## config.mk

```make
export PLATFORM = sky130hd
export DESIGN_NAME = fourwires_rx
export DESIGN_NICKNAME = d
export VERILOG_FILES = /design/src/rtl/fourwires_pkg.sv /design/src/rtl/fourwires_sync.sv /design/src/rtl/fourwires_rx.sv
export SDC_FILE = /design/constraint.sdc
export NUM_CORES = 1
export LEC_CHECK = 0
export BUFFER_PORTS_ARGS = -buffer_cell sky130_fd_sc_hd__buf_2
export CORE_UTILIZATION = 39
export DETAILED_ROUTE_END_ITERATION = 16
export PLACE_DENSITY = 0.64
export SETUP_SLACK_MARGIN = 0.15
export SLEW_MARGIN = 20
export SYNTH_ARGS = -nofsm -noshare
export SYNTH_HDL_FRONTEND = slang
export SYNTH_HIERARCHICAL = 1
export SYNTH_SLANG_ARGS = --single-unit
```

## constraint.sdc

```tcl
create_clock -name clk -period 2.6 [get_ports clk]
set_input_delay 0.13 -clock clk [delete_from_list [all_inputs] [get_ports clk]]
set_output_delay 0.13 -clock clk [all_outputs]
set_load 0.05 [all_outputs]
```

## src/rtl/fourwires_pkg.sv

```systemverilog
// Shared types and constants for the fourwires receive path.
package fourwires_pkg;

  localparam int unsigned SYNC_STAGES_DEF   = 2;
  localparam int unsigned STABLE_CYCLES_DEF = 4;
  localparam int unsigned ERR_CNT_W_DEF     = 8;

  localparam int unsigned A_LANE    = 0;
  localparam int unsigned B_LANE    = 1;
  localparam int unsigned C_LANE    = 2;
  localparam int unsigned NUM_LANES = 3;

  typedef enum logic [1:0] {
    LOCKED   = 2'd0,
    SETTLING = 2'd1,
    FAULT    = 2'd2
  } rx_state_e;

endpackage

```

## src/rtl/fourwires_sync.sv

```systemverilog
// N-stage bit synchronizer with asynchronous active-low reset.
module fourwires_sync #(
  parameter int unsigned STAGES = 2
) (
  input  logic clk,
  input  logic rst_n,
  input  logic d,
  output logic q
);

  logic [STAGES-1:0] ff;

  always_ff @(posedge clk or negedge rst_n) begin
    if (!rst_n) begin
      ff <= '0;
    end else begin
      ff <= {ff[STAGES-2:0], d};
    end
  end

  assign q = ff[STAGES-1];

endmodule

```

## src/rtl/fourwires_rx.sv

```systemverilog
// Far end of the fourwires fan-out: synchronizes w/x/y/z, checks the duplicated
// b lanes, debounces the sampled word and reconstructs registered a/b/c.
module fourwires_rx
  import fourwires_pkg::*;
#(
  parameter int unsigned SYNC_STAGES   = SYNC_STAGES_DEF,
  parameter int unsigned STABLE_CYCLES = STABLE_CYCLES_DEF,
  parameter int unsigned ERR_CNT_W     = ERR_CNT_W_DEF
) (
  input  logic                 clk,
  input  logic                 rst_n,
  input  logic                 w,
  input  logic                 x,
  input  logic                 y,
  input  logic                 z,
  input  logic                 err_clr,
  output logic                 a,
  output logic                 b,
  output logic                 c,
  output logic                 valid,
  output logic                 mismatch,
  output logic [ERR_CNT_W-1:0] err_cnt,
  output logic                 err_sticky
);

  localparam int unsigned CNT_W = (STABLE_CYCLES > 1) ? $clog2(STABLE_CYCLES) : 1;
  localparam logic [CNT_W-1:0] CNT_LAST = CNT_W'(STABLE_CYCLES - 1);

  logic ws, xs, ys, zs;

  fourwires_sync #(.STAGES(SYNC_STAGES)) u_sync_w (.clk(clk), .rst_n(rst_n), .d(w), .q(ws));
  fourwires_sync #(.STAGES(SYNC_STAGES)) u_sync_x (.clk(clk), .rst_n(rst_n), .d(x), .q(xs));
  fourwires_sync #(.STAGES(SYNC_STAGES)) u_sync_y (.clk(clk), .rst_n(rst_n), .d(y), .q(ys));
  fourwires_sync #(.STAGES(SYNC_STAGES)) u_sync_z (.clk(clk), .rst_n(rst_n), .d(z), .q(zs));

  rx_state_e              state;
  logic [NUM_LANES-1:0]   out_q;
  logic [NUM_LANES-1:0]   cand;
  logic [CNT_W-1:0]       cnt;
  logic [NUM_LANES-1:0]   s_word;
  logic                   lane_mm;
  logic                   mm_event;

  assign s_word   = {zs, xs, ws};
  assign lane_mm  = xs ^ ys;
  // Event is the 0->1 transition of the registered flag, counted on the same edge.
  assign mm_event = lane_mm & ~mismatch;

  assign a = out_q[A_LANE];
  assign b = out_q[B_LANE];
  assign c = out_q[C_LANE];

  always_ff @(posedge clk or negedge rst_n) begin
    if (!rst_n) begin
      state      <= LOCKED;
      out_q      <= '0;
      cand       <= '0;
      cnt        <= '0;
      valid      <= 1'b0;
      mismatch   <= 1'b0;
      err_cnt    <= '0;
      err_sticky <= 1'b0;
    end else begin
      valid    <= 1'b0;
      mismatch <= lane_mm;

      if (lane_mm) begin
        state <= FAULT;
        cnt   <= '0;
      end else begin
        case (state)
          FAULT: begin
            cand  <= s_word;
            cnt   <= '0;
            state <= SETTLING;
          end
          LOCKED: begin
            if (s_word != out_q) begin
              cand  <= s_word;
              cnt   <= '0;
              state <= SETTLING;
            end
          end
          SETTLING: begin
            if (s_word != cand) begin
              cand <= s_word;
              cnt  <= '0;
            end else if (cnt != CNT_LAST) begin
              cnt <= cnt + CNT_W'(1);
            end else begin
              // A glitch that settles back to the held value is silent.
              if (cand != out_q) begin
                out_q <= cand;
                valid <= 1'b1;
              end
              state <= LOCKED;
            end
          end
          default: state <= LOCKED;
        endcase
      end

      // A new event takes precedence over a simultaneous clear.
      if (mm_event) begin
        err_sticky <= 1'b1;
        if (err_clr) begin
          err_cnt <= ERR_CNT_W'(1);
        end else if (err_cnt != '1) begin
          err_cnt <= err_cnt + ERR_CNT_W'(1);
        end
      end else if (err_clr) begin
        err_cnt    <= '0;
        err_sticky <= 1'b0;
      end
    end
  end

endmodule

```

==> results.md <==
* Length in cells of the worst reg-to-reg path at 4
* Power Dens Cells at between 600 and 700 nW/um2
* Avg WL per Cell at 13.1 um
* Total detailed-routing wirelength at 2.39 mm
* Vertical die dimension at between 50 and 60 um
* Category of the most critical setup path: flop to flop
* Post-synthesis instance area at ~1300 um2
* Routability congestion estimate at about 0.81
* Number of gates resized after cts at 0
* Skew-Pair Late Insertion Delay at approximately 340 ps
* Fin Setup TNS at 0 ps
* Power share of the combinational group at approximately 17%
* Final clock period utilization by the worst path at between 80% and 90%
* Syn Nets at 116
* Number of max-capacitance violations reported at 0
* Global-route wire length before repair at around 3.7 mm
* Inserted Diodes at 0
* Achievable Freq at around 460 MHz
* Number of iterations in the first detailed-routing pass at 4
* Number of I/O port buffers at 20
* Number of standard cells after synthesis at 107
* Die Wd at just under 60 um
* Worst EP required at approximately 2800 ps
* Vias at 944
* Worst max-slew margin expressed relative to the limit at about 40%
* Deepest clock path buffer count at 2
* Clock network fraction of design power at between 20% and 30%
* Antenna-violating nets left at 0
* Category of the worst setup path capture point: flop
* Transition time of the tightest slew-check pin at between 800 and 900 ps
* Overall die area at 3540 um2
* Switching Power at 0.300 mW
* Static leakage at around 0.73 nW
* Worst clock skew on the final layout at ~12 ps
* Internal reg-to-reg setup slack at ~420 ps
* Synthesis-to-finish area growth at 19.5%
* Pint at around 0.65 mW
* Maximum number of pins on one net before global-route repair at 30
* Floorplan core area at 3100 um2
* Number of synthesized flops with an enable pin at 0
* Final max-slew violation count at 0
* Dominant cells by area after synthesis: dfrtp_1 (56%), xor2_1 (6.1%), mux2_1 (2.6%)
* Nature of the critical path startpoint: flop
* Path class of the lowest-slack min-delay path: primary input to flop
* Setup repair after global routing missed its margin: false
* Cell taking the most area after synthesis: dfrtp_1
* Ys Warns at 6
* Highest fanout seen on the critical path at 11
* IR Drop Worst-Case VDD at approximately 0.00037 V
* Final setup vio count at 0
* Placement Rows at 20
* Initial antenna violation count at 0
* Switching part of the total at between 30% and 40%
* Clk pin slew, worst setup/hold paths at ~110 ps
* Count of different cell masters after synthesis at 39
* Top flip-flop cell by instance count after synthesis: dfrtp_1
* Status: completed
* Count of final hold-check violations at 0
* Clock tree from TritonCTS: done
* Fraction of final layout cells sized beyond drive strength 1 at 25.4%
* Fraction of the yosys area taken by sequential cells at between 50% and 60%
* Remaining design rule violation count at 0
* Number of violations reported at the end of detailed-routing iteration 0 at 40
* Critical Path AT at between 2000 and 2500 ps
* CTS H-Tree Depth at 2
* Min cycle time layout at approximately 2200 ps
* FFs w/ async S/R, synth at 100%
* Vias per inst at just over 5
* Worst hold path depth at 2
* Initial core utilization at 41.6%
* Estimated wirelength of the detail-placed design at around 1.6 mm
* Root Driver: clkbuf_4
* Via count of the first global-routing pass at ~860
* Synthesized area divided by synthesized cell count at 12.1 um2
* GRT Total Usage at 14.8%
* Residual overflow from global routing at 0
* Overall Power at ~0.95 mW
* Worst hold slack at 68.5 ps
* Number of storage elements in the synthesis netlist at 29
* Register share of total power at roughly 55%
* Clock sink count at 29
* I/O pin count at 21
* Layout net count at approximately 150
* Area share of the largest cell type after synthesis at 56.3%
* Num CTS Buffers at 5
-- registers in the layout, indices dropped and copies added, names as in the netlist --
name,count
cand,3
cnt,2
err_cnt,8
err_sticky,1
mismatch,1
out_q,3
state,2
u_sync_w/ff,2
u_sync_x/ff,2
u_sync_y/ff,2
u_sync_z/ff,2
valid,1
-- metrics by stage --
| step | cells | area (um2) | util, % | setup slack, ps |
|---|---|---|---|---|
| after global placement | 169 | 1440 | 46.3 | 573 |
| after global routing | 182 | 1540 | 49.7 | 321 |
| after CTS | 182 | 1540 | 49.7 | 449 |
| after detailed placement | 169 | 1440 | 46.3 | 460 |
| after floorplan | 107 | 1290 | - | 718 |
| final | 182 | 1540 | 49.7 | 425 |
-- Yosys cell counts, types with 2 or more instances --
cell	number
xor2_1	9
nand2_1	6
mux2_1	3
dfrtp_1	29
a311oi_1	2
inv_1	2
nand3_1	3
nor3_1	3
ha_1	2
nand2b_1	2
mux2_2	3
mux2i_1	3
nor4_1	2
and4_1	2
and3_1	3
nor2_1	5
and2_1	2
a21oi_1	5
-- power groups by stage --
stage | Sequential [mW] | Clock, mW | Combinational (mW)
final | 0.523 | 0.269 | 0.157
after global routing | 0.527 | 0.298 | 0.170
after CTS | 0.522 | 0.276 | 0.158
after detailed placement | 0.531 | 0 | 0.153
after global placement | 0.529 | 0 | 0.149
after floorplan | 0.552 | 0 | 0.0874
-- worst max-delay path, stage by stage (launching register included) --
cell and delay [ps]:
dfrtp_1 440, xnor2_1 710, inv_2 130, o32a_1 430
mux2_1 330
-- worst paths after layout --
path	from	endpoint
hold reg to reg	u_sync_x/ff[0]$_DFF_PN0_	u_sync_x/ff[1]$_DFF_PN0_
min in group asynchronous	rst_n	err_cnt[0]$_DFFE_PN0P_
hold / removal	err_clr	err_cnt[1]$_DFFE_PN0P_
max in group asynchronous	rst_n	out_q[0]$_DFFE_PN0P_
setup reg to reg	u_sync_x/ff[1]$_DFF_PN0_	cand[0]$_DFFE_PN0P_
setup / recovery	u_sync_x/ff[1]$_DFF_PN0_	cand[0]$_DFFE_PN0P_
-- layer usage --
layer  GRT usage, %  share of wire (%)
met3           5.46                4.7
met2           20.2                 42
met1           18.5                 49
met5              0                  0
met4           12.0                3.7
-- repair_timing --
item,4_1_cts,5_1_grt
setup buffers,0,0
hold endpoints to repair,33,0
hold buffers,5,0
-- cell families after synthesis --
family,Yosys count,synth area share [%]
flip-flops,29,56.3
AND/OR/NAND/NOR,35,16.2
multiplexers,9,7.57
XOR/XNOR,10,6.79
adder cells (fa/ha/maj),2,1.94
AO/OA/AOI/OAI,17,9.70
buffers and inverters,5,1.55
-- cells in the final DEF, fill, tap and decap left out, types with 2 or more instances in the layout --
master,count
dfrtp_1,29
buf_2,20
xor2_1,9
nand2_1,6
nor2_1,5
a21oi_1,5
clkbuf_4,5
dlygate4sd3_1,5
and3_1,3
nor3_1,3
mux2_1,3
nand3_1,3
mux2_2,3
mux2i_1,3
nand2b_1,2
nor4_1,2
and2_1,2
a311oi_1,2
and4_1,2
inv_1,2
ha_1,2
clkinv_2,2
-- area by class of cell --
type                       instances  area (um2)
timing repair buffer              25         150
clock buffer                       5        37.5
tap                               44        55.1
inverter                           3        11.3
multi-input combinational         73         544
sequential                        29         726
fill                             297        1560
clock inverter                     3        17.5
No activity file was read; power rests on OpenSTA's default activity.
